===== src/rtl/pro_run_ctrl.sv =====
// pro_run_ctrl: bring-up sequencer between a host/debug link and a processor top.
//   A start pulse moves IDLE -> LOAD. In LOAD, program words are streamed into imem.
//   The sequencer then holds working high for run_cycles clocks (RUN), reads every
//   register over rID and returns it on a valid/ready dump port (DUMP), pulses done
//   and goes back to IDLE. abort returns to IDLE from any state.
// Ports:
//   clock, reset                 system clock, synchronous active-high reset
//   start, abort, run_cycles     control; run_cycles is sampled on the start pulse
//   ld_valid/ld_ready/ld_data/ld_last   program word stream
//   addr, wr, wdata              imem write port toward the processor
//   working                      processor run enable
//   rID, rdata                   register-file read select and returned data
//   dump_valid/dump_ready/dump_id/dump_data   register dump stream
//   busy, done, load_ovf         status: not idle, completion pulse, sticky overflow
module pro_run_ctrl #(
    parameter int DATA_W     = 32,
    parameter int ADDR_W     = 32,
    parameter int IMEM_DEPTH = 256,
    parameter int NREG       = 8,
    parameter int RID_W      = 4,
    parameter int CNT_W      = 16,
    parameter int RD_LAT     = 1
) (
    input  logic              clock,
    input  logic              reset,
    input  logic              start,
    input  logic              abort,
    input  logic [CNT_W-1:0]  run_cycles,
    input  logic              ld_valid,
    output logic              ld_ready,
    input  logic [DATA_W-1:0] ld_data,
    input  logic              ld_last,
    output logic [ADDR_W-1:0] addr,
    output logic              wr,
    output logic [DATA_W-1:0] wdata,
    output logic              working,
    output logic [RID_W-1:0]  rID,
    input  logic [DATA_W-1:0] rdata,
    output logic              dump_valid,
    input  logic              dump_ready,
    output logic [RID_W-1:0]  dump_id,
    output logic [DATA_W-1:0] dump_data,
    output logic              busy,
    output logic              done,
    output logic              load_ovf
);
    typedef enum logic [1:0] {IDLE, LOAD, RUN, DUMP} state_t;

    localparam logic [RID_W-1:0] RID_IDLE = '1;
    localparam logic [RID_W-1:0] RID_LAST = RID_W'(NREG - 1);

    state_t            state;
    logic [CNT_W-1:0]  run_len;   // run_cycles latched at start
    logic [CNT_W-1:0]  run_cnt;   // cycles working has been high, counted 1..run_len
    logic [ADDR_W-1:0] wr_ptr;    // next imem address; stops advancing at IMEM_DEPTH
    logic              lat_cnt;   // remaining read-latency wait before capturing rdata

    // state is a register, so busy is glitch-free without a separate flop
    assign busy = (state != IDLE);

    always_ff @(posedge clock) begin
        if (reset) begin
            state      <= IDLE;
            run_len    <= '0;
            run_cnt    <= '0;
            wr_ptr     <= '0;
            lat_cnt    <= 1'b0;
            ld_ready   <= 1'b0;
            addr       <= '0;
            wr         <= 1'b0;
            wdata      <= '0;
            working    <= 1'b0;
            rID        <= RID_IDLE;
            dump_valid <= 1'b0;
            dump_id    <= '0;
            dump_data  <= '0;
            done       <= 1'b0;
            load_ovf   <= 1'b0;
        end else begin
            // wr and done are single-cycle pulses
            wr   <= 1'b0;
            done <= 1'b0;
            if (abort) begin
                state      <= IDLE;
                ld_ready   <= 1'b0;
                addr       <= '0;
                working    <= 1'b0;
                rID        <= RID_IDLE;
                dump_valid <= 1'b0;
            end else begin
                case (state)
                    IDLE: begin
                        if (start) begin
                            run_len  <= run_cycles;
                            wr_ptr   <= '0;
                            load_ovf <= 1'b0;
                            ld_ready <= 1'b1;
                            state    <= LOAD;
                        end
                    end
                    LOAD: begin
                        if (!ld_ready) begin
                            // ld_ready drops only after the last word, so this is the
                            // cycle after its write: leave LOAD with addr parked at 0
                            addr <= '0;
                            if (run_len == '0) begin
                                state   <= DUMP;
                                rID     <= '0;
                                lat_cnt <= 1'(RD_LAT);
                            end else begin
                                state   <= RUN;
                                working <= 1'b1;
                                run_cnt <= CNT_W'(1);
                            end
                        end else if (ld_valid) begin
                            if (wr_ptr < ADDR_W'(IMEM_DEPTH)) begin
                                addr   <= wr_ptr;
                                wdata  <= ld_data;
                                wr     <= 1'b1;
                                wr_ptr <= wr_ptr + 1'b1;
                            end else begin
                                // word is consumed but dropped
                                load_ovf <= 1'b1;
                            end
                            if (ld_last)
                                ld_ready <= 1'b0;
                        end
                    end
                    RUN: begin
                        if (run_cnt == run_len) begin
                            working <= 1'b0;
                            state   <= DUMP;
                            rID     <= '0;
                            lat_cnt <= 1'(RD_LAT);
                        end else begin
                            run_cnt <= run_cnt + 1'b1;
                        end
                    end
                    DUMP: begin
                        if (dump_valid) begin
                            if (dump_ready) begin
                                dump_valid <= 1'b0;
                                if (rID == RID_LAST) begin
                                    rID   <= RID_IDLE;
                                    done  <= 1'b1;
                                    state <= IDLE;
                                end else begin
                                    rID     <= rID + 1'b1;
                                    lat_cnt <= 1'(RD_LAT);
                                end
                            end
                        end else if (lat_cnt) begin
                            lat_cnt <= 1'b0;
                        end else begin
                            dump_valid <= 1'b1;
                            dump_data  <= rdata;
                            dump_id    <= rID;
                        end
                    end
                    default: state <= IDLE;
                endcase
            end
        end
    end
endmodule


===== config.mk =====
export PLATFORM = sky130hd
export DESIGN_NAME = pro_run_ctrl
export DESIGN_NICKNAME = d
export VERILOG_FILES = /design/src/rtl/pro_run_ctrl.sv
export SDC_FILE = /design/constraint.sdc
export NUM_CORES = 1
export LEC_CHECK = 0
export CORE_UTILIZATION = 45
export CTS_CLUSTER_SIZE = 40
export DETAILED_ROUTE_END_ITERATION = 16
export PLACE_DENSITY = 0.76
export SETUP_SLACK_MARGIN = 0.5
export SLEW_MARGIN = 20
export SYNTH_ARGS = -nofsm -noshare
export SYNTH_HDL_FRONTEND = slang
export SYNTH_SLANG_ARGS = --single-unit

===== constraint.sdc =====
create_clock -name clock -period 2.7 [get_ports clock]
set_input_delay 0.27 -clock clock [delete_from_list [all_inputs] [get_ports clock]]
set_output_delay 0.27 -clock clock [all_outputs]
set_load 0.01 [all_outputs]

==> run_results.csv, run 1 <==
group,metric,value,unit
timing,grt_setup_unrepaired,"false",
finish,layout_common_cells,"214 x nand2_1, 196 x clkdlybuf4s50_1, 175 x dfxtp_1",
setup_path,crit_arrival,2.52,ns
global_routing,gr-usage-all-layers,23.23,%
yosys,synth_top_cell_area_share,49.83,%
power,powerDensity,569.8,nW/µm²
global_routing,grt_pass1_wl,29940,µm
finish,fin_nets,1097,
global_routing,grt_pass1_vias,5995,
timing,period_needed,2.159,ns
die,fp.coreArea,15310,µm²
timing,fmaxAchievable,463.3,MHz
setup_path,worst-path-max-fanout,9,
placed_design,port_buffers,197,
die,ios,198,
detailed_routing,wl,19070,µm
finish,drive_gt1_share,9.154,%
clock_tree,hold_buffers,0,
power,vdd_ir_drop_max,0.4830,mV
min_path,hold_class,"input port to flip-flop",
yosys,ys_top_cells_by_area,"dfxtp_1 50%, nand2_1 11%, a21oi_1 7.0%, and2_1 4.0%, mux2i_1 1.8%",
timing,maxSlewHeadroom,49.42,%
clock_tree,cts_tree,"yes",
yosys,synthFlopType,"dfxtp_1",
yosys,synth.cell_area,7111,µm²
run_status,status,"completed",
placed_design,place_ws,0.2591,ns
yosys,synthCells,811,
yosys,yosys.area.top_type,"dfxtp_1",
detailed_routing,drt-pass1-iter-count,6,
clock_tree,clk_pin_slew,0.07,ns
timing,setup_slack,0.5414,ns
finish,diodes,0,
finish,final_common_cell,"nand2_1",
finish,syn2layout_area_growth,40.72,%
die,dieArea,16310,µm²
clock_tree,cts-root-buf,"clkbuf_16",
global_routing,antenna_found_initial,0,
detailed_routing,dr_total_vias,6421,
global_routing,grt_max_degree,61,
clock_tree,clockBufferDepth,2,
detailed_routing,postRouteAntennaNets,0,
die,num_rows,45,
yosys,ys_warn_count,0,
setup_path,criticalPathCategory,"flip-flop to flip-flop",
clock_tree,cts_buffers,17,
clock_tree,numClockSinks,177,
timing,hold_viol,0,
yosys,postSynthAreaPerCell,8.768,µm²
yosys,synth-seq-cells,177,
timing,tightest_slew,0.7586,ns
flow_run,drv_cap,0,
clock_tree,htree_levels,4,
timing,finalClockSkew,0.007886,ns
setup_path,worst_setup_path_start_kind,"flip-flop",
timing,finalSetupViolCount,0,
timing,slew_viol_final,0,
placed_design,gp_congestion,0.8568,
die,start_util,46.43,%
timing,timing.setup.tns,0,ns
yosys,synth_edf_count,0,
detailed_routing,drt-initial-drc-count,321,
setup_path,cp.required,3.06,ns
yosys,synth_cell_types,63,
yosys,yosysSeqAreaShare,49.83,%
detailed_routing,routedWlPerCell,15.54,µm
die,die_w,127.7,µm
global_routing,grt_overflow_total,0,
die,fp.dieH,127.7,µm
detailed_routing,drc,0,
setup_path,end_kind,"flip-flop",
power,leakage,3.453,nW
placed_design,hpwl,12980,µm
yosys,synthesis.nets,905,
clock_tree,clk_latency,0.42,ns
detailed_routing,avgViaCountPerCell,5.233,
timing,fin_crit_sh,79.95,%
yosys,async_flop_share,0,%
## critical path, cell delays in order (launching register included)
cell and delay (ns):
dfxtp_2 0.35, inv_2 0.06, ha_4 0.19, buf_4 0.17
nand2b_1 0.19, a211oi_2 0.31, nand3_2 0.19, or4_4 0.47
a21oi_2 0.16
## metrics by stage
step	cell area (µm²)	util, %	total power, mW	hold WS [ns]	instances
3_5_place_dp	9288	60.65	3.167	0.4443	1194
5_1_grt	10010	65.34	5.878	0.3783	1227
2_1_floorplan	7111	-	2.949	0.3942	811
6_report	10010	65.34	5.701	0.3875	1227
3_3_place_gp	9288	60.65	3.162	0.4397	1194
4_1_cts	9935	64.87	5.727	0.3737	1226
## sequential cells by signal (all words and copies together), names as in the netlist
register    flops
ld_ready        1
state           2
addr           32
wr              1
working         1
done            1
rID             4
dump_data      32
run_cnt        16
wr_ptr         32
dump_id         4
lat_cnt         1
dump_valid      1
run_len        16
load_ovf        1
wdata          32
## path summary, 6_finish.rpt
kind                                 from             to  slack [ns]  cells past startpoint
worst max-delay path             state[1]      wr_ptr[5]        0.54                      8
worst min-delay path            rdata[17]  dump_data[17]        0.39                      3
worst max register to register   state[1]      wr_ptr[5]        0.54                      8
worst min register to register  wdata[19]      wdata[19]        0.45                      2
## kinds of logic (layout without fill, tap and decap cells)
kind of cell / after synthesis / count (layout) / share of synthesized area (%)
AND/OR/NAND/NOR: 372 / 372 / 25.37
flip-flops: 177 / 177 / 49.83
AO/OA/AOI/OAI: 168 / 168 / 15.29
buffers and inverters: 55 / 260 / 3.484
XOR/XNOR: 18 / 18 / 2.798
multiplexers: 14 / 14 / 1.988
adder cells (fa/ha/maj): 7 / 7 / 1.232
## timing repair
| action | in CTS | in global routing |
|---|---|---|
| endpoints found under the setup margin | 16 | 34 |
| buffers inserted | 0 | 1 |
| pin swaps | 1 | 2 |
| gates resized for setup | 6 | 18 |
## cells in the mapped netlist (3+ instances only)
master,instances
nand2_1,214
dfxtp_1,177
a21oi_1,99
and2_1,46
clkbuf_1,33
nor2_1,20
nand3_1,14
mux2i_1,13
xnor2_1,13
nor4_1,11
a211oi_1,10
inv_1,10
nand4_1,10
nand2b_1,9
nor3_1,9
a22o_1,8
ha_1,7
o21a_1,7
or2b_1,7
and3_1,6
and4_1,6
buf_2,6
o21ai_0,6
a2111oi_0,5
o211ai_1,5
a211o_1,4
a21o_1,3
a311oi_1,3
a31oi_1,3
buf_6,3
or2_2,3
or4_1,3
xnor2_2,3
## where the power goes
part	internal, mW	switching [mW]
logic	0.230	0.233
clock network	1.54	1.04
registers	2.63	0.0295
total	4.40	1.30
## per-layer routing
| metal | global-route usage [%] | part of all wire (%) |
|---|---|---|
| met1 | 29.19 | 43 |
| met3 | 6.970 | 6.7 |
| met2 | 38.22 | 48 |
| met4 | 7.474 | 2.3 |
| met5 | 0 | 0 |
## cell type report
class / count / area [µm²]
Timing Repair Buffer: 217 / 2117
Clock buffer: 21 / 470.5
Fill cell: 1284 / 5309
Clock inverter: 11 / 151.4
Multi-Input combinational cell: 579 / 3416
Sequential cell: 177 / 3546
Tap cell: 211 / 264.0
Inverter: 11 / 41.29
(Power assumes the default switching activity.)
==> inputs of run 2 (changes only) <==
==> constraint.sdc (replaced) <==
create_clock -name clock -period 2 [get_ports clock]
set_input_delay 0.2 -clock clock [delete_from_list [all_inputs] [get_ports clock]]
set_output_delay 0.2 -clock clock [all_outputs]
set_load 0.01 [all_outputs]
==> run 2 against run 1 <==
Combinational power up 100%. Sequential power is 35% higher. Critical path type unchanged. Clock skew increased by 0.0027 ns. Global-route usage is 2.7 points higher. Clock power is 29% higher. First-iteration DRC count is 58% higher. Worst setup slack got worse by 0.45 ns. Via count is 9.2% higher. Total power up 38%. Die area stayed put.
==> run_results.csv, run 2 (synthesis results as in run 1) <==
group,metric,value,unit
run_status,status,"completed",
setup_path,cp.required,2.35,ns
timing,finalClockSkew,0.01056,ns
timing,hold_viol,0,
global_routing,grt_pass1_wl,33130,µm
setup_path,criticalPathCategory,"flip-flop to flip-flop",
finish,layout_common_cells,"182 x nand2_1, 138 x dfxtp_1, 100 x dlygate4sd2_1",
detailed_routing,met2_length,11710,µm
placed_design,port_buffers,197,
detailed_routing,drc,0,
detailed_routing,postRouteAntennaNets,0,
die,dieArea,16310,µm²
clock_tree,cts_tree,"yes",
global_routing,antenna_found_initial,0,
clock_tree,htree_levels,4,
die,die_w,127.7,µm
detailed_routing,avgViaCountPerCell,5.356,
finish,drive_gt1_share,31.42,%
die,start_util,46.43,%
detailed_routing,drt-initial-drc-count,508,
timing,grt_setup_unrepaired,"true",
detailed_routing,dr_total_vias,7011,
timing,tightest_slew,0.9339,ns
flow_run,drv_cap,0,
power,power_frac_seq,45.8,%
timing,finalSetupViolCount,0,
clock_tree,clockBufferDepth,2,
timing,fin_crit_sh,95.23,%
placed_design,placed_area,9809,µm²
power,p_comb_share,11.8,%
finish,final_common_cell,"nand2_1",
placed_design,hpwl,13460,µm
die,num_rows,45,
clock_tree,clk_pin_slew,0.07,ns
die,fp.coreArea,15310,µm²
global_routing,grt_overflow_total,0,
global_routing,grt_pass1_vias,6591,
finish,syn2layout_area_growth,65.88,%
power,leakage,4.989,nW
finish,post-route-cell-area,11800,µm²
placed_design,place_inst,1227,
timing,maxSlewHeadroom,37.74,%
setup_path,worst-path-max-fanout,8,
timing,fmaxAchievable,525.0,MHz
die,ios,198,
setup_path,end_kind,"flip-flop",
power,clockPowerShare,42.3,%
detailed_routing,wl,23330,µm
setup_path,crit_arrival,2.26,ns
detailed_routing,highest_layer,"met4",
clock_tree,clk_latency,0.43,ns
die,fp.dieH,127.7,µm
clock_tree,cts-root-buf,"clkbuf_16",
global_routing,grt_max_degree,74,
placed_design,gp_congestion,0.7962,
detailed_routing,wl_met3,1427,µm
power,powerDensity,666.0,nW/µm²
setup_path,worst_setup_path_start_kind,"flip-flop",
clock_tree,numClockSinks,177,
finish,fin_nets,1179,
clock_tree,cts_buffers,17,
detailed_routing,drt-pass1-iter-count,5,
timing,slew_viol_final,0,
power,vdd_ir_drop_max,0.9175,mV
power,sw_frac_of_total,24.95,%
power,p_sw,1.960,mW
timing,period_needed,1.905,ns
finish,final_cells,1309,
detailed_routing,wl_met1,9387,µm
power,power.internal,5.896,mW
global_routing,gr-usage-all-layers,25.94,%
finish,diodes,0,
detailed_routing,routedWlPerCell,17.83,µm
min_path,hold_class,"input port to flip-flop",
==> run 2: cell types whose count changed in the layout (fill, tap and decap cells not counted), moves of 12 or more <==
cell,previous run,this run
a21oi_1,97,68
a21oi_2,4,32
and2_1,46,20
and2_4,0,26
buf_12,0,12
buf_4,20,59
buf_6,0,21
clkdlybuf4s50_1,196,85
dfxtp_1,175,138
dfxtp_2,2,34
dlygate4sd2_1,0,100
nand2_1,214,182
nand2_4,0,25
==> run 2: worst paths after layout <==
kind | from | end | slack, ns | depth (start not counted)
max | state[1] | wdata[27] | 0.1 | 10
min | reset | wr_ptr[0] | 0.14 | 2
max reg2reg | state[1] | wdata[27] | 0.1 | 10
min reg2reg | dump_data[25] | dump_data[25] | 0.45 | 2
==> run 2: critical path, stage by stage (launching register included) <==
cell and delay [ns]:
dfxtp_2 0.34, inv_4 0.08, ha_4 0.20, buf_4 0.13, nand2_1 0.11, nor2_2 0.17, and4_4 0.29, buf_12 0.14
buf_16 0.16, nand2_4 0.06, a21oi_2 0.15
==> run 2: metal layers <==
layer	vias up	global-route usage [%]
met3	66	8.556
li1	3331	-
met2	276	44.13
met1	3338	30.29
met5	-	0
met4	0	10.03
==> run 2: what timing repair did <==
item,4_1_cts,5_1_grt
resized for setup,205,138
pin swaps,51,82
setup buffers,25,10
hold buffers,0,0
cloned,6,9
endpoints found under the setup margin,264,171
==> run 2: cell type report <==
cell class | count | area [µm²]
clock buffer | 18 | 429.2
clock inverter | 14 | 152.6
fill | 992 | 3520
inverter | 11 | 50.05
multi-input combinational | 579 | 4250
sequential | 177 | 3605
tap | 211 | 264.0
timing repair buffer | 299 | 3044
==> run 2: power groups by stage <==
stage / clock (mW) / sequential, mW / combinational [mW]
finish: 3.33 / 3.60 / 0.930
global route: 3.55 / 3.60 / 0.986
CTS: 3.36 / 3.60 / 0.844
detailed placement: 0 / 3.67 / 0.697
global placement: 0 / 3.67 / 0.689
floorplan: 0 / 3.67 / 0.358
==> run 2: per-stage QoR <==
step	util [%]	power (mW)	setup TNS [ns]	hold WS [ns]	setup WS (ns)
detailed placement	64.05	4.370	-0.4925	0.4428	-0.03405
CTS	71.95	7.799	0	0.1123	0.1488
global route	77.02	8.139	0	0.1275	0.009336
floorplan	-	4.026	0	0.3242	0.1971
finish	77.02	7.855	0	0.1363	0.09531
global placement	64.05	4.360	0	0.4393	0.02506
==> inputs of run 3 (changes only) <==
--- a/config.mk
+++ b/config.mk
@@ -5,6 +5,7 @@
 export SDC_FILE = /design/constraint.sdc
 export NUM_CORES = 1
 export LEC_CHECK = 0
+export CORE_MARGIN = 4
 export CORE_UTILIZATION = 45
 export CTS_CLUSTER_SIZE = 40
 export DETAILED_ROUTE_END_ITERATION = 16
==> run 3 against run 2 <==
Sequential share of layout area decreased by 1.4 points. Cell count increased by 1.1%. First-iteration DRC count decreased by 12%. Hold slack got worse by 0.071 ns. Non-clock buffer count increased by 14. Wire length increased by 10%. Clock skew increased by 0.0065 ns. Die area increased by 9.6%. Critical path type unchanged. Largest cell class unchanged.
==> run_results.csv, run 3 (synthesis results as in run 1) <==
group,metric,value,unit
die,fp.dieH,133.7,µm
detailed_routing,drc,0,
timing,finalClockSkew,0.01708,ns
setup_path,crit_arrival,2.31,ns
detailed_routing,postRouteAntennaNets,0,
timing,grt_setup_unrepaired,"true",
setup_path,r2r_setup_slack,0.04,ns
finish,nFillCells,853,
die,die_w,133.7,µm
finish,fin_nets,1193,
placed_design,gp_congestion,0.8369,
global_routing,use_met3,7.289,%
clock_tree,clockBufferDepth,2,
min_path,worstHoldPathCells,2,
clock_tree,htree_levels,4,
detailed_routing,dr_total_vias,7297,
power,leakage,6.295,nW
timing,maxSlewHeadroom,43.40,%
global_routing,grt_pass1_wl,32800,µm
power,powerDensity,649.0,nW/µm²
placed_design,placed_area,9757,µm²
setup_path,cp_num_cells,5,
power,power_frac_seq,44.7,%
die,dieArea,17880,µm²
die,ios,198,
clock_tree,clk_latency,0.44,ns
setup_path,worst-path-max-fanout,4,
clock_tree,cts_buffers,17,
timing,slew_viol_final,0,
finish,final_common_cell,"nand2_1",
setup_path,rr_startpoint,"run_cnt[4]",
run_status,status,"completed",
clock_tree,cts_tree,"yes",
power,vdd_ir_drop_max,0.6775,mV
global_routing,grt_max_degree,61,
detailed_routing,routedWlPerCell,19.48,µm
timing,tightest_slew,0.8490,ns
global_routing,grt_use_met1,26.65,%
flow_run,drv_cap,0,
detailed_routing,drt-initial-drc-count,447,
setup_path,worst_setup_path_start_kind,"flip-flop",
setup_path,crit_start,"run_cnt[4]",
timing,hold_viol,0,
global_routing,antenna_found_initial,0,
timing,period_needed,1.963,ns
die,num_rows,45,
setup_path,slowest_delay,0.67,ns
setup_path,cp.required,2.35,ns
setup_path,r2r.worst_path.cells,5,
setup_path,path_delay_family,"simple AND/OR/NAND/NOR gates",
setup_path,crit_buf_inv,1,
clock_tree,numClockSinks,177,
finish,post-route-cell-area,12420,µm²
timing,setup_slack,0.03705,ns
finish,final_util,81.11,%
setup_path,crit_path_end,"run_cnt[13]",
setup_path,criticalPathCategory,"flip-flop to flip-flop",
timing,timing.setup.tns,0,ns
power,sw_frac_of_total,25.26,%
global_routing,top_usage_layer,"met2",
power,finalPower,8.062,mW
placed_design,hpwl,13580,µm
global_routing,met2_usage,39.61,%
clock_tree,hold_buffers,0,
global_routing,grt_pass1_vias,6563,
power,power.internal,6.026,mW
setup_path,r2r-end,"run_cnt[13]",
placed_design,port_buffers,197,
setup_path,cp_cell_sequence,"buf_4 -> nand4_1 -> or4_1 -> a211oi_4 -> mux2i_1",
setup_path,cp_slowest_cell,"or4_1",
setup_path,end_kind,"flip-flop",
finish,layout_common_cells,"184 x nand2_1, 137 x dfxtp_1, 96 x dlymetal6s2s_1",
power,p_comb_share,13.8,%
power,clockPowerShare,41.5,%
die,fp.coreArea,15310,µm²
global_routing,grt_overflow_total,0,
clock_tree,cts-root-buf,"clkbuf_16",
die,start_util,46.43,%
global_routing,gr-usage-all-layers,22.66,%
finish,drive_gt1_share,33.36,%
timing,fin_crit_sh,98.15,%
detailed_routing,avgViaCountPerCell,5.515,
finish,syn2layout_area_growth,74.70,%
clock_tree,clk_pin_slew,0.07,ns
finish,diodes,0,
power,p_sw,2.036,mW
detailed_routing,drt-pass1-iter-count,5,
detailed_routing,wl,25770,µm
placed_design,place_ws,-0.04046,ns
timing,fmaxAchievable,509.4,MHz
min_path,hold_class,"input port to flip-flop",
timing,finalSetupViolCount,0,
==> run 3: power by group through the flow <==
stage          Combinational [mW]  Sequential, mW  Clock (mW)
4_1_cts                     0.855            3.60        3.37
2_1_floorplan               0.358            3.67           0
5_1_grt                      1.16            3.60        3.52
6_report                     1.11            3.60        3.35
3_3_place_gp                0.677            3.67           0
3_5_place_dp                0.685            3.67           0
==> run 3: what timing repair did <==
action / in CTS / in global routing
resized for setup: 102 / 285
gates cloned: 5 / 15
pin swaps: 42 / 108
setup buffers: 32 / 21
endpoints found under the setup margin: 261 / 266
==> run 3: area by class of cell <==
type	instances	area (µm²)	share of cell area (%)
multi-input combinational	579	4382	35.27
sequential	177	3621	29.15
timing repair buffer	313	3513	28.28
clock buffer	18	439.2	3.535
tap	211	264.0	2.125
clock inverter	14	151.4	1.219
inverter	11	51.30	0.4130
==> run 3: per-stage QoR <==
step	cells	hold WS, ns
3_3_place_gp	1218	0.4373
6_report	1323	0.06489
4_1_cts	1287	0.03389
5_1_grt	1323	0.05263
3_5_place_dp	1218	0.4435
2_1_floorplan	811	0.3242
==> run 3: worst min path at each step <==
stage	from	endpoint	slack, ns
after floorplan	ld_valid	wr	0.32
after global placement	wdata[19]	wdata[19]	0.44
after detailed placement	addr[23]	addr[23]	0.44
after CTS	reset	wr_ptr[1]	0.03
after global routing	reset	wr_ptr[0]	0.05
final	reset	wr_ptr[1]	0.06
==> run 3: layer usage <==
layer / wire, µm / vias up
met5: 0 / -
met4: 918 / 0
met3: 1948 / 82
met2: 13150 / 353
met1: 9761 / 3497
li1: - / 3365
